**config.mk**
```make
export PLATFORM = sky130hd
export DESIGN_NAME = rvfi_trace_buffer_flat
export DESIGN_NICKNAME = d
export VERILOG_FILES = /design/src/rtl/rvfi_trace_pkg.sv /design/src/rtl/rvfi_trace_buffer_if.sv /design/src/rtl/trace_fifo_mem.sv /design/src/rtl/rvfi_trace_buffer.sv /design/src/flat_wrapper.sv
export SDC_FILE = /design/constraint.sdc
export NUM_CORES = 2
export LEC_CHECK = 0
export BUFFER_PORTS_ARGS = -buffer_cell sky130_fd_sc_hd__buf_2
export CAP_MARGIN = 20
export CORE_MARGIN = 10
export CORE_UTILIZATION = 28
export CTS_BUF_LIST = sky130_fd_sc_hd__clkbuf_16
export DETAILED_ROUTE_END_ITERATION = 6
export PLACE_DENSITY_LB_ADDON = 0.2
export SKIP_CTS_REPAIR_TIMING = 1
export SLEW_MARGIN = 20
export SYNTH_ARGS = -nofsm -noshare
export SYNTH_HDL_FRONTEND = slang
export SYNTH_HIERARCHICAL = 1
export SYNTH_MEMORY_MAX_BITS = 65536
export SYNTH_SLANG_ARGS = --single-unit
```
**constraint.sdc**
```tcl
create_clock -name clk_i -period 23.5 [get_ports clk_i]
set_input_delay 3.525 -clock clk_i [delete_from_list [all_inputs] [get_ports clk_i]]
set_output_delay 3.525 -clock clk_i [all_outputs]
set_load 0.02 [all_outputs]
```
**src/rtl/rvfi_trace_pkg.sv**
```systemverilog
// Shared types for the RVFI trace buffer.
//   trace_rec_t  : one retired-instruction record, fields MSB-first in capture order
//   TRACE_REC_W  : width of the record as stored and presented to the consumer;
//                  the fields occupy the low bits, the reserved top bits are zero
package rvfi_trace_pkg;

    localparam int unsigned TRACE_REC_W = 268;

    typedef struct packed {
        logic [63:0] order;
        logic [31:0] insn;
        logic        trap;
        logic [31:0] pc_rdata;
        logic [31:0] pc_wdata;
        logic [4:0]  rd_addr;
        logic [31:0] rd_wdata;
        logic        frd_wvalid;
        logic [4:0]  frd_addr;
        logic [31:0] frd_wdata;
    } trace_rec_t;

    localparam int unsigned TRACE_FIELDS_W = $bits(trace_rec_t);
    localparam int unsigned TRACE_PAD_W    = TRACE_REC_W - TRACE_FIELDS_W;

endpackage

```
**src/rtl/rvfi_trace_buffer_if.sv**
```systemverilog
// Bundle between the retirement source / trace consumer and the trace buffer.
//   rvfi_*          : retirement record from the core (master -> slave)
//   out_valid_o/out_ready_i/out_rec_o : head-record handshake toward the consumer
//   count_o, overflow_o, drop_cnt_o, order_err_o, order_err_val_o : status (slave -> master)
// Modports: master = bench/core side, slave = trace buffer.
interface rvfi_trace_buffer_if #(
    parameter int unsigned DEPTH = 16,
    parameter int unsigned CNT_W = 16
) ();
    import rvfi_trace_pkg::*;

    logic                     rvfi_valid_i;
    logic [63:0]              rvfi_order_i;
    logic [31:0]              rvfi_insn_i;
    logic                     rvfi_trap_i;
    logic [31:0]              rvfi_pc_rdata_i;
    logic [31:0]              rvfi_pc_wdata_i;
    logic [4:0]               rvfi_rd_addr_i;
    logic [31:0]              rvfi_rd_wdata_i;
    logic                     rvfi_frd_wvalid_i;
    logic [4:0]               rvfi_frd_addr_i;
    logic [31:0]              rvfi_frd_wdata_i;

    logic                     out_valid_o;
    logic                     out_ready_i;
    logic [TRACE_REC_W-1:0]   out_rec_o;
    logic [$clog2(DEPTH):0]   count_o;
    logic                     overflow_o;
    logic [CNT_W-1:0]         drop_cnt_o;
    logic                     order_err_o;
    logic [63:0]              order_err_val_o;

    modport master (
        output rvfi_valid_i, rvfi_order_i, rvfi_insn_i, rvfi_trap_i, rvfi_pc_rdata_i,
               rvfi_pc_wdata_i, rvfi_rd_addr_i, rvfi_rd_wdata_i, rvfi_frd_wvalid_i,
               rvfi_frd_addr_i, rvfi_frd_wdata_i, out_ready_i,
        input  out_valid_o, out_rec_o, count_o, overflow_o, drop_cnt_o, order_err_o,
               order_err_val_o
    );

    modport slave (
        input  rvfi_valid_i, rvfi_order_i, rvfi_insn_i, rvfi_trap_i, rvfi_pc_rdata_i,
               rvfi_pc_wdata_i, rvfi_rd_addr_i, rvfi_rd_wdata_i, rvfi_frd_wvalid_i,
               rvfi_frd_addr_i, rvfi_frd_wdata_i, out_ready_i,
        output out_valid_o, out_rec_o, count_o, overflow_o, drop_cnt_o, order_err_o,
               order_err_val_o
    );

endinterface

```
**src/rtl/trace_fifo_mem.sv**
```systemverilog
// Record storage for the trace buffer with a registered head.
//   clk_i, rst_n_i (sync, active-low), clr_i : clock, reset, flush
//   wr_en_i, wr_idx_i, wr_data_i             : write port
//   rd_adv_i                                 : head is being popped this cycle
//   rd_idx_i                                 : head index after this cycle's pop
//   head_o                                   : registered head record
module trace_fifo_mem
    import rvfi_trace_pkg::*;
#(
    parameter int unsigned DEPTH = 16
) (
    input  logic                       clk_i,
    input  logic                       rst_n_i,
    input  logic                       clr_i,
    input  logic                       wr_en_i,
    input  logic [$clog2(DEPTH)-1:0]   wr_idx_i,
    input  logic [TRACE_REC_W-1:0]     wr_data_i,
    input  logic                       rd_adv_i,
    input  logic [$clog2(DEPTH)-1:0]   rd_idx_i,
    output logic [TRACE_REC_W-1:0]     head_o
);

    logic [TRACE_REC_W-1:0] mem_q [DEPTH];
    logic [TRACE_REC_W-1:0] head_q;

    always_ff @(posedge clk_i) begin
        if (wr_en_i) begin
            mem_q[wr_idx_i] <= wr_data_i;
        end
    end

    // A write landing on the next head slot (FIFO empty, or draining its last entry)
    // is loaded straight into the head register, since the array read would be stale.
    // Otherwise the head only moves on a pop, so it stays stable while stalled.
    always_ff @(posedge clk_i) begin
        if (!rst_n_i || clr_i) begin
            head_q <= '0;
        end else if (wr_en_i && (wr_idx_i == rd_idx_i)) begin
            head_q <= wr_data_i;
        end else if (rd_adv_i) begin
            head_q <= mem_q[rd_idx_i];
        end
    end

    assign head_o = head_q;

endmodule

```
**src/rtl/rvfi_trace_buffer.sv**
```systemverilog
// Captures RVFI retirement records into a FIFO and presents them over valid/ready.
//   clk_i   : clock
//   rst_n_i : synchronous reset, active-low
//   flush_i : synchronous flush, same effect as reset
//   bus     : retirement input, head handshake and status (slave modport)
// Also tracks overflow, a saturating drop count and rvfi_order continuity.
module rvfi_trace_buffer
    import rvfi_trace_pkg::*;
#(
    parameter int unsigned DEPTH = 16,
    parameter int unsigned CNT_W = 16
) (
    input  logic                clk_i,
    input  logic                rst_n_i,
    input  logic                flush_i,
    rvfi_trace_buffer_if.slave  bus
);

    localparam int unsigned IDX_W = $clog2(DEPTH);
    localparam int unsigned PTR_W = IDX_W + 1;

    logic [PTR_W-1:0]       rd_ptr_q, wr_ptr_q, rd_ptr_inc, wr_ptr_inc;
    logic                   empty, full, pop, push, drop;
    logic [IDX_W-1:0]       rd_idx_next;
    trace_rec_t             rec_in;
    logic [TRACE_REC_W-1:0] wr_data, head;
    logic                   overflow_q;
    logic [CNT_W-1:0]       drop_cnt_q;
    logic                   seen_q, err_q;
    logic [63:0]            expected_q, err_val_q;

    assign rd_ptr_inc = rd_ptr_q + PTR_W'(1);
    assign wr_ptr_inc = wr_ptr_q + PTR_W'(1);
    assign empty = (rd_ptr_q == wr_ptr_q);
    assign full  = (rd_ptr_q[IDX_W-1:0] == wr_ptr_q[IDX_W-1:0]) &&
                   (rd_ptr_q[IDX_W] != wr_ptr_q[IDX_W]);
    assign pop   = !empty && bus.out_ready_i;
    assign push  = bus.rvfi_valid_i && (!full || pop);
    assign drop  = bus.rvfi_valid_i && full && !pop;
    assign rd_idx_next = pop ? rd_ptr_inc[IDX_W-1:0] : rd_ptr_q[IDX_W-1:0];

    // Don't-care data fields are zeroed so logs compare cleanly against a reference model.
    always_comb begin
        rec_in            = '0;
        rec_in.order      = bus.rvfi_order_i;
        rec_in.insn       = bus.rvfi_insn_i;
        rec_in.trap       = bus.rvfi_trap_i;
        rec_in.pc_rdata   = bus.rvfi_pc_rdata_i;
        rec_in.pc_wdata   = bus.rvfi_pc_wdata_i;
        rec_in.rd_addr    = bus.rvfi_rd_addr_i;
        rec_in.rd_wdata   = (bus.rvfi_rd_addr_i == 5'd0) ? 32'd0 : bus.rvfi_rd_wdata_i;
        rec_in.frd_wvalid = bus.rvfi_frd_wvalid_i;
        rec_in.frd_addr   = bus.rvfi_frd_wvalid_i ? bus.rvfi_frd_addr_i : 5'd0;
        rec_in.frd_wdata  = bus.rvfi_frd_wvalid_i ? bus.rvfi_frd_wdata_i : 32'd0;
    end

    assign wr_data = {{TRACE_PAD_W{1'b0}}, rec_in};

    trace_fifo_mem #(
        .DEPTH (DEPTH)
    ) u_mem (
        .clk_i     (clk_i),
        .rst_n_i   (rst_n_i),
        .clr_i     (flush_i),
        .wr_en_i   (push),
        .wr_idx_i  (wr_ptr_q[IDX_W-1:0]),
        .wr_data_i (wr_data),
        .rd_adv_i  (pop),
        .rd_idx_i  (rd_idx_next),
        .head_o    (head)
    );

    always_ff @(posedge clk_i) begin
        if (!rst_n_i || flush_i) begin
            rd_ptr_q <= '0;
            wr_ptr_q <= '0;
        end else begin
            if (push) wr_ptr_q <= wr_ptr_inc;
            if (pop)  rd_ptr_q <= rd_ptr_inc;
        end
    end

    always_ff @(posedge clk_i) begin
        if (!rst_n_i || flush_i) begin
            overflow_q <= 1'b0;
            drop_cnt_q <= '0;
        end else if (drop) begin
            overflow_q <= 1'b1;
            if (drop_cnt_q != '1) drop_cnt_q <= drop_cnt_q + CNT_W'(1);
        end
    end

    // Checked on every retirement, dropped or not; reloading expected after a gap
    // means one discontinuity flags once rather than on every later record.
    always_ff @(posedge clk_i) begin
        if (!rst_n_i || flush_i) begin
            seen_q     <= 1'b0;
            expected_q <= '0;
            err_q      <= 1'b0;
            err_val_q  <= '0;
        end else if (bus.rvfi_valid_i) begin
            if (seen_q && (bus.rvfi_order_i != expected_q)) begin
                err_q <= 1'b1;
                if (!err_q) err_val_q <= bus.rvfi_order_i;
            end
            expected_q <= bus.rvfi_order_i + 64'd1;
            seen_q     <= 1'b1;
        end
    end

    assign bus.out_valid_o     = !empty;
    assign bus.out_rec_o       = head;
    assign bus.count_o         = wr_ptr_q - rd_ptr_q;
    assign bus.overflow_o      = overflow_q;
    assign bus.drop_cnt_o      = drop_cnt_q;
    assign bus.order_err_o     = err_q;
    assign bus.order_err_val_o = err_val_q;

endmodule

```
**src/flat_wrapper.sv**
```systemverilog
// flat-port wrapper written by rule: the top's interface ports become plain ports
module rvfi_trace_buffer_flat import rvfi_trace_pkg::*;
#(
    parameter int unsigned DEPTH = 16,
    parameter int unsigned CNT_W = 16
)
  (clk_i, rst_n_i, flush_i, bus_rvfi_valid_i, bus_rvfi_order_i, bus_rvfi_insn_i, bus_rvfi_trap_i, bus_rvfi_pc_rdata_i, bus_rvfi_pc_wdata_i, bus_rvfi_rd_addr_i, bus_rvfi_rd_wdata_i, bus_rvfi_frd_wvalid_i, bus_rvfi_frd_addr_i, bus_rvfi_frd_wdata_i, bus_out_ready_i, bus_out_valid_o, bus_out_rec_o, bus_count_o, bus_overflow_o, bus_drop_cnt_o, bus_order_err_o, bus_order_err_val_o);
  rvfi_trace_buffer_if #(.DEPTH(DEPTH), .CNT_W(CNT_W)) bus_i ();
  input  logic clk_i;
  input  logic rst_n_i;
  input  logic flush_i;
  input wire logic [$bits(bus_i.rvfi_valid_i)-1:0] bus_rvfi_valid_i;
  input wire logic [$bits(bus_i.rvfi_order_i)-1:0] bus_rvfi_order_i;
  input wire logic [$bits(bus_i.rvfi_insn_i)-1:0] bus_rvfi_insn_i;
  input wire logic [$bits(bus_i.rvfi_trap_i)-1:0] bus_rvfi_trap_i;
  input wire logic [$bits(bus_i.rvfi_pc_rdata_i)-1:0] bus_rvfi_pc_rdata_i;
  input wire logic [$bits(bus_i.rvfi_pc_wdata_i)-1:0] bus_rvfi_pc_wdata_i;
  input wire logic [$bits(bus_i.rvfi_rd_addr_i)-1:0] bus_rvfi_rd_addr_i;
  input wire logic [$bits(bus_i.rvfi_rd_wdata_i)-1:0] bus_rvfi_rd_wdata_i;
  input wire logic [$bits(bus_i.rvfi_frd_wvalid_i)-1:0] bus_rvfi_frd_wvalid_i;
  input wire logic [$bits(bus_i.rvfi_frd_addr_i)-1:0] bus_rvfi_frd_addr_i;
  input wire logic [$bits(bus_i.rvfi_frd_wdata_i)-1:0] bus_rvfi_frd_wdata_i;
  input wire logic [$bits(bus_i.out_ready_i)-1:0] bus_out_ready_i;
  output wire logic [$bits(bus_i.out_valid_o)-1:0] bus_out_valid_o;
  output wire logic [$bits(bus_i.out_rec_o)-1:0] bus_out_rec_o;
  output wire logic [$bits(bus_i.count_o)-1:0] bus_count_o;
  output wire logic [$bits(bus_i.overflow_o)-1:0] bus_overflow_o;
  output wire logic [$bits(bus_i.drop_cnt_o)-1:0] bus_drop_cnt_o;
  output wire logic [$bits(bus_i.order_err_o)-1:0] bus_order_err_o;
  output wire logic [$bits(bus_i.order_err_val_o)-1:0] bus_order_err_val_o;
  assign bus_i.rvfi_valid_i = bus_rvfi_valid_i;
  assign bus_i.rvfi_order_i = bus_rvfi_order_i;
  assign bus_i.rvfi_insn_i = bus_rvfi_insn_i;
  assign bus_i.rvfi_trap_i = bus_rvfi_trap_i;
  assign bus_i.rvfi_pc_rdata_i = bus_rvfi_pc_rdata_i;
  assign bus_i.rvfi_pc_wdata_i = bus_rvfi_pc_wdata_i;
  assign bus_i.rvfi_rd_addr_i = bus_rvfi_rd_addr_i;
  assign bus_i.rvfi_rd_wdata_i = bus_rvfi_rd_wdata_i;
  assign bus_i.rvfi_frd_wvalid_i = bus_rvfi_frd_wvalid_i;
  assign bus_i.rvfi_frd_addr_i = bus_rvfi_frd_addr_i;
  assign bus_i.rvfi_frd_wdata_i = bus_rvfi_frd_wdata_i;
  assign bus_i.out_ready_i = bus_out_ready_i;
  assign bus_out_valid_o = bus_i.out_valid_o;
  assign bus_out_rec_o = bus_i.out_rec_o;
  assign bus_count_o = bus_i.count_o;
  assign bus_overflow_o = bus_i.overflow_o;
  assign bus_drop_cnt_o = bus_i.drop_cnt_o;
  assign bus_order_err_o = bus_i.order_err_o;
  assign bus_order_err_val_o = bus_i.order_err_val_o;
  rvfi_trace_buffer #(.DEPTH(DEPTH), .CNT_W(CNT_W)) u_core (.clk_i(clk_i), .rst_n_i(rst_n_i), .flush_i(flush_i), .bus(bus_i));
endmodule
```
== Word-level counts from Yosys, hierarchy flattened ==
Memory sizes are Yosys's and may differ from the RTL's. A register that Yosys moved wholly into a read port is not among the register bits.
Cells that the tools add are included.

* Input bits: 241
* Bits in registers: 189
* Logic and storage cells: 47
* Output and inout bits: 356
* Memory bits (writable): 3776
* Memories kept: 1

* Add/sub/neg operators: 5
* Muxes and demuxes: 6
* Reductions and logical operators: 19
* Eq/ne operators: 6
* Bitwise gates (word level): 1

{| class="wikitable"
|+ Memories
! name !! words !! bits a word !! read ports !! clocked after Yosys merged registers in !! write ports !! RTL line !! RTL
|-
| u_core.u_mem.mem_q || 16 || 236 || 1 || 1 || 1 || trace_fifo_mem.sv:23 || <nowiki>logic [TRACE_REC_W-1:0] mem_q [DEPTH];</nowiki>
|}

{| class="wikitable"
|+ Operators by type and width
! kind !! number
|-
| adder 64 x 1 -> 64 bit (second input constant) || 1
|-
| two-way mux 32 bit || 2
|-
| != test 64 bit || 1
|-
| adder 16 x 1 -> 16 bit (second input constant) || 1
|-
| != test 16 bit (second input constant) || 1
|-
| adder 5 x 1 -> 5 bit (second input constant) || 2
|-
| equality test 4 bit || 2
|-
| logical AND 1 bit || 7
|-
| equality test 5 bit || 1
|-
| logical NOT 5 bit || 1
|-
| two-way mux 5 bit || 1
|-
| subtractor 5 bit || 1
|-
| logical NOT 1 bit || 4
|-
| two-way mux 4 bit || 1
|-
| AND reduction 2 bit || 2
|-
| AND reduction 3 bit || 1
|-
| logical OR 1 bit || 2
|-
| two-way mux 1 bit || 2
|-
| nonzero test 2 bit || 1
|-
| OR reduction 2 bit || 1
|-
| != test 1 bit || 1
|-
| NOT 1 bit || 1
|}

== Depth between registers and ports, before layout ==
* Depth in word-level cells: 7
* Gate-level depth with buffers: 17
* Gate-level depth less buffers: 11

== Cells and area by module ==
The synthesis kept the hierarchy.

{| class="wikitable"
|+ By module, submodules not included
! module !! sequential area each (µm²) !! instances !! area each (µm²) !! cells each
|-
| trace_fifo_mem || 134128.6 || 1 || 172416.6 || 8552
|-
| rvfi_trace_buffer || 3143.0 || 1 || 8695.8 || 1049
|}

== Worst setup path before layout ==
OpenSTA, ideal clock, no wires.

* Kind: input port to flip-flop
* From: input bus_rvfi_valid_i
* To: memory u_core/u_mem/mem_q[0][0] (netlist name) (enable)
* Library setup time: 1228 ps
* Slack: -723 ps
* Data arrival time: 22995 ps
* Buffers on the path: 1
* Stages on the path: 5
* Data required time: 22272 ps
* Cell sequence: clkbuf_1 -> inv_1 -> a31oi_1 -> or3b_2 -> nor3_1

* Longest elaborated chain between the ends: 3

{| class="wikitable"
|+ RTL lines
! item !! RTL line !! RTL
|-
| start: declaration || flat_wrapper.sv:12 || <nowiki>input wire logic [$bits(bus_i.rvfi_valid_i)-1:0] bus_rvfi_valid_i;</nowiki>
|-
| logical AND 1 bit || rvfi_trace_buffer.sv:38 || <nowiki>assign push = bus.rvfi_valid_i && (!full || pop);</nowiki>
|-
| named net u_core.push || rvfi_trace_buffer.sv:23 || <nowiki>logic empty, full, pop, push, drop;</nowiki>
|-
| two-way mux 1 bit || trace_fifo_mem.sv:27 || <nowiki>if (wr_en_i) begin</nowiki>
|-
| two-way mux 1 bit (implied by the code) || trace_fifo_mem.sv:28 || <nowiki>mem_q[wr_idx_i] <= wr_data_i;</nowiki>
|-
| end: declaration || trace_fifo_mem.sv:23 ||
|}

The timed path passes the listed nets, and every way through them passes these cells.

== Worst setup path after layout ==
* From: input bus_out_ready_i
* To: register u_core.u_mem.head_q[113] (netlist: u_core/u_mem/head_o[113]), read port of u_core.u_mem.mem_q

* Longest elaborated chain between the ends: 5
* Elaborated cells on any way between the ends: 7
* Those cells by class: 1 x eq/ne; 1 x mux; 5 x reduce/logical

{| class="wikitable"
|+ RTL lines
! item !! RTL line !! RTL
|-
| start: declaration || flat_wrapper.sv:23 || <nowiki>input wire logic [$bits(bus_i.out_ready_i)-1:0] bus_out_ready_i;</nowiki>
|-
| logical AND 1 bit * || rvfi_trace_buffer.sv:37 || <nowiki>assign pop = !empty && bus.out_ready_i;</nowiki>
|-
| named net u_core.pop || rvfi_trace_buffer.sv:23 ||
|-
| two-way mux 4 bit * || rvfi_trace_buffer.sv:40 || <nowiki>assign rd_idx_next = pop ? rd_ptr_inc[IDX_W-1:0] : rd_ptr_q[IDX_W-1:0];</nowiki>
|-
| named net u_core.rd_idx_next[1] || rvfi_trace_buffer.sv:24 || <nowiki>logic [IDX_W-1:0] rd_idx_next;</nowiki>
|-
| equality test 4 bit || trace_fifo_mem.sv:38 || <nowiki>end else if (wr_en_i && (wr_idx_i == rd_idx_i)) begin</nowiki>
|-
| logical AND 1 bit || trace_fifo_mem.sv:38 ||
|-
| nonzero test 2 bit (no source line) || - ||
|-
| end: declaration || trace_fifo_mem.sv:24 || <nowiki>logic [TRACE_REC_W-1:0] head_q;</nowiki>
|}

Mark *: on every way through the listed nets, which the timed path passes. The rest lies on a longest branch.
A chain may end at the register's enable or synchronous reset.

==> flow_summary.json <==
{
  "grt_use_total": 0.177,
  "min_from": "u_core/bus.order_err_val_o[12]",
  "fin_nets": 11188,
  "setup_tns_ns": 0,
  "worst_slack_ns": 14.05,
  "critical_path_class": "in -> reg",
  "die_h_um": 824,
  "finalWeightedCongestion": 0.754,
  "netlist.area_leader.share": 0.711,
  "totalWireLength_um": 624000,
  "clk_latency_ns": 1.09,
  "violations": "DRC",
  "worst_ep_required_time_ns": 24.50,
  "grt_max_degree": 158,
  "slowest_stage": "buf_4",
  "synthCells": 9601,
  "synth-seq-cells": 4713,
  "grt_pass1_vias": 103709,
  "rsz0062_at_grt": "no",
  "hold_ws_ns": 0.456,
  "syn_area_per_cell_um2": 18.9,
  "hold_violations": 0,
  "fin_crit_ns": 9.45,
  "path_cells": "buf_2, inv_1, a21oi_4, buf_4, nand2_1, o21ai_4, buf_4, buf_4, buf_4, buf_4, buf_4, mux4_2, nor2_1, or4_1, o21ai_1",
  "r2r_end": "u_core/u_mem/head_o[113]",
  "place_ws_ns": 13.00,
  "ir_drop_v": 0.0000712,
  "via_per_inst": 4.98,
  "fin_area_mm2": 0.214,
  "drt_iter0_markers": 9479,
  "hold_end": "u_core/bus.order_err_val_o[12]",
  "fp-row-count": 295,
  "core_area_mm2": 0.645,
  "drc_errors": 5,
  "totalPowerFinal_mw": 18.2,
  "hold_path_class": "reg -> reg",
  "synth_area_mm2": 0.181,
  "cts_buffers": 544,
  "finClkSkew_ns": 0.0525,
  "p_per_area_mw_per_mm2": 85.3,
  "critPathMaxFanout": 61,
  "reg2reg_depth": 16,
  "place_area_mm2": 0.197,
  "io_buffers": 596,
  "outcome": "finished with violations",
  "path_clk_slew_ns": 0.06,
  "leakage_nw": 67.3,
  "area_delta_synth_final_pct": 18.1,
  "drtPass1Iterations": 7,
  "regToRegSetupSlack_ns": 15.40,
  "root_buffer": "clkbuf_16",
  "drv_slew": 0,
  "arrival_ns": 10.45,
  "antenna_found_initial": 85,
  "cpPeakStageDelay_ns": 0.87,
  "synthFlopType": "edfxtp_1",
  "start_util": 0.281,
  "die-area_mm2": 0.679,
  "cpMostUsedCell": "buf_4",
  "synth_top_cell_by_area": "edfxtp_1",
  "synth_edf_count": 4288,
  "htreeDepth": 6,
  "setup_viol": 0,
  "synth_warnings": 6,
  "ios": 597,
  "die_w_um": 824,
  "post-synth-top-count-cell": "edfxtp_1",
  "cts_tree": "done",
  "synth_cell_types": 70,
  "async_flop_share": 0,
  "min_path_cells": 2,
  "hpwl_um": 342000,
  "r2r_start": "u_core/wr_ptr_q[0]",
  "ys_seq_area_frac": 0.758,
  "clock-sinks": 4713,
  "layout-drive-gt1-share": 0.210,
  "fin_crit_sh": 0.402,
  "fmax_mhz": 106,
  "crit_path_end_kind": "flop",
  "ant_nets": 0,
  "tightest_slew_ns": 1.18,
  "yosys-top-cells-count": "edfxtp_1, mux2i_1, mux4_2, dfxtp_1, a21oi_1",
  "via_count": 99766,
  "wl_per_cell_um": 31.2,
  "grt_pass1_wl_um": 855000,
  "clockBufferDepth": 4,
  "cp-start-kind": "primary input",
  "overflow": 0,
  "relSlewSlack": 0.214,
  "yosys-top-cells-area": "edfxtp_1, mux4_2, mux2i_1, dfxtp_1, a22oi_1",
  "drv_cap": 0
}
## placed cells by master, fill, tap and decap left out, drive strengths merged, types with 19 or more instances in the layout
| master | count |
|---|---|
| a211oi | 58 |
| a21oi | 348 |
| a221oi | 96 |
| a22o | 71 |
| a22oi | 329 |
| a31oi | 89 |
| a32oi | 19 |
| and2 | 49 |
| and3 | 76 |
| buf | 887 |
| bufinv | 27 |
| clkbuf | 550 |
| clkinv | 217 |
| conb | 544 |
| dfxtp | 425 |
| diode | 21 |
| edfxtp | 4288 |
| inv | 217 |
| mux2 | 54 |
| mux2i | 859 |
| mux4 | 635 |
| nand2 | 265 |
| nand3 | 85 |
| nand4 | 33 |
| nor2 | 158 |
| nor2b | 77 |
| nor4 | 42 |
| o21ai | 290 |
| o221ai | 88 |
| o22a | 88 |
| o22ai | 97 |
| o32ai | 22 |
| or4 | 40 |
| xnor2 | 40 |
| xor2 | 106 |
## through the flow
stage                      util  std cells
after CTS                 0.331      20000
after floorplan               -      10144
after global placement    0.305      19002
after global routing      0.331      20003
final                     0.331      20021
after detailed placement  0.305      19005
## layer usage
| layer | share of wire | vias to the layer above | routed length, um | GRT usage |
|---|---|---|---|---|
| met1 | 0.43 | 53951 | 270000 | 0.240 |
| met4 | 0.023 | 32 | 14500 | 0.0415 |
| met3 | 0.069 | 820 | 42900 | 0.0368 |
| met5 | 0.00034 | - | 212 | 0 |
| met2 | 0.47 | 3384 | 296000 | 0.292 |
| li1 | - | 41579 | - | - |
## kinds of logic (layout without fill, tap and decap cells)
family	Yosys count	after routing	synth area share
mux	1548	1548	0.130
fa+ha+maj	9	9	0.000663
compound gates	1638	1638	0.0612
buf+inv	661	1904	0.0184
flops	4713	4713	0.758
other cells	1	565	0.0000207
xor+xnor	146	146	0.00706
simple gates	885	885	0.0250
## how the worst max path moves through the flow
stage / start / endpoint / slack [ns]
5_1_grt: bus_out_ready_i / u_core/u_mem/head_o[143] / 13.86
6_report: bus_out_ready_i / u_core/u_mem/head_o[113] / 14.05
2_1_floorplan: bus_rvfi_valid_i / u_core/u_mem/mem_q[1][0] / 6.51
3_5_place_dp: bus_out_ready_i / u_core/u_mem/head_o[171] / 13.00
4_1_cts: bus_out_ready_i / u_core/u_mem/head_o[171] / 14.20
3_3_place_gp: bus_out_ready_i / u_core/u_mem/head_o[160] / 13.06
## flip-flops by register name, summed over array words and instances, names as in the netlist
| signal | count |
|---|---|
| u_core/u_mem/head_o | 268 |
| u_core/expected_q | 64 |
| u_core/bus.overflow_o | 1 |
| u_core/bus.order_err_val_o | 64 |
| u_core/u_mem/mem_q | 4288 |
| u_core/rd_ptr_q | 5 |
| u_core/seen_q | 1 |
| u_core/wr_ptr_q | 5 |
| u_core/bus.drop_cnt_o | 16 |
| u_core/bus.order_err_o | 1 |
## cell type report
class                   count  area (um2)
diodes                     21        52.6
clock buffers             550       13800
clock inverters           445        3360
fillers                 61821      431000
inverters                  22        90.1
multi-input cells        4770       43000
flip-flops and latches   4713      137000
well taps                8613       10800
repair buffers            887        5570
## power by group
part           internal (mW)  leakage [nW]  total, mW  switching (mW)
Clock                   4.59          8.98       8.11            3.52
Combinational          0.263          16.0      0.869           0.606
Sequential              9.22          42.3       9.27          0.0424
Total                   14.1          67.3       18.2            4.17
## critical path, delay by kind of cell
kind | cells | cell delay, ns
mux | 1 | 0.36
buf+inv | 8 | 4.95
simple gates | 3 | 0.78
compound gates | 3 | 0.50
Power figures use the tool's default switching activity.
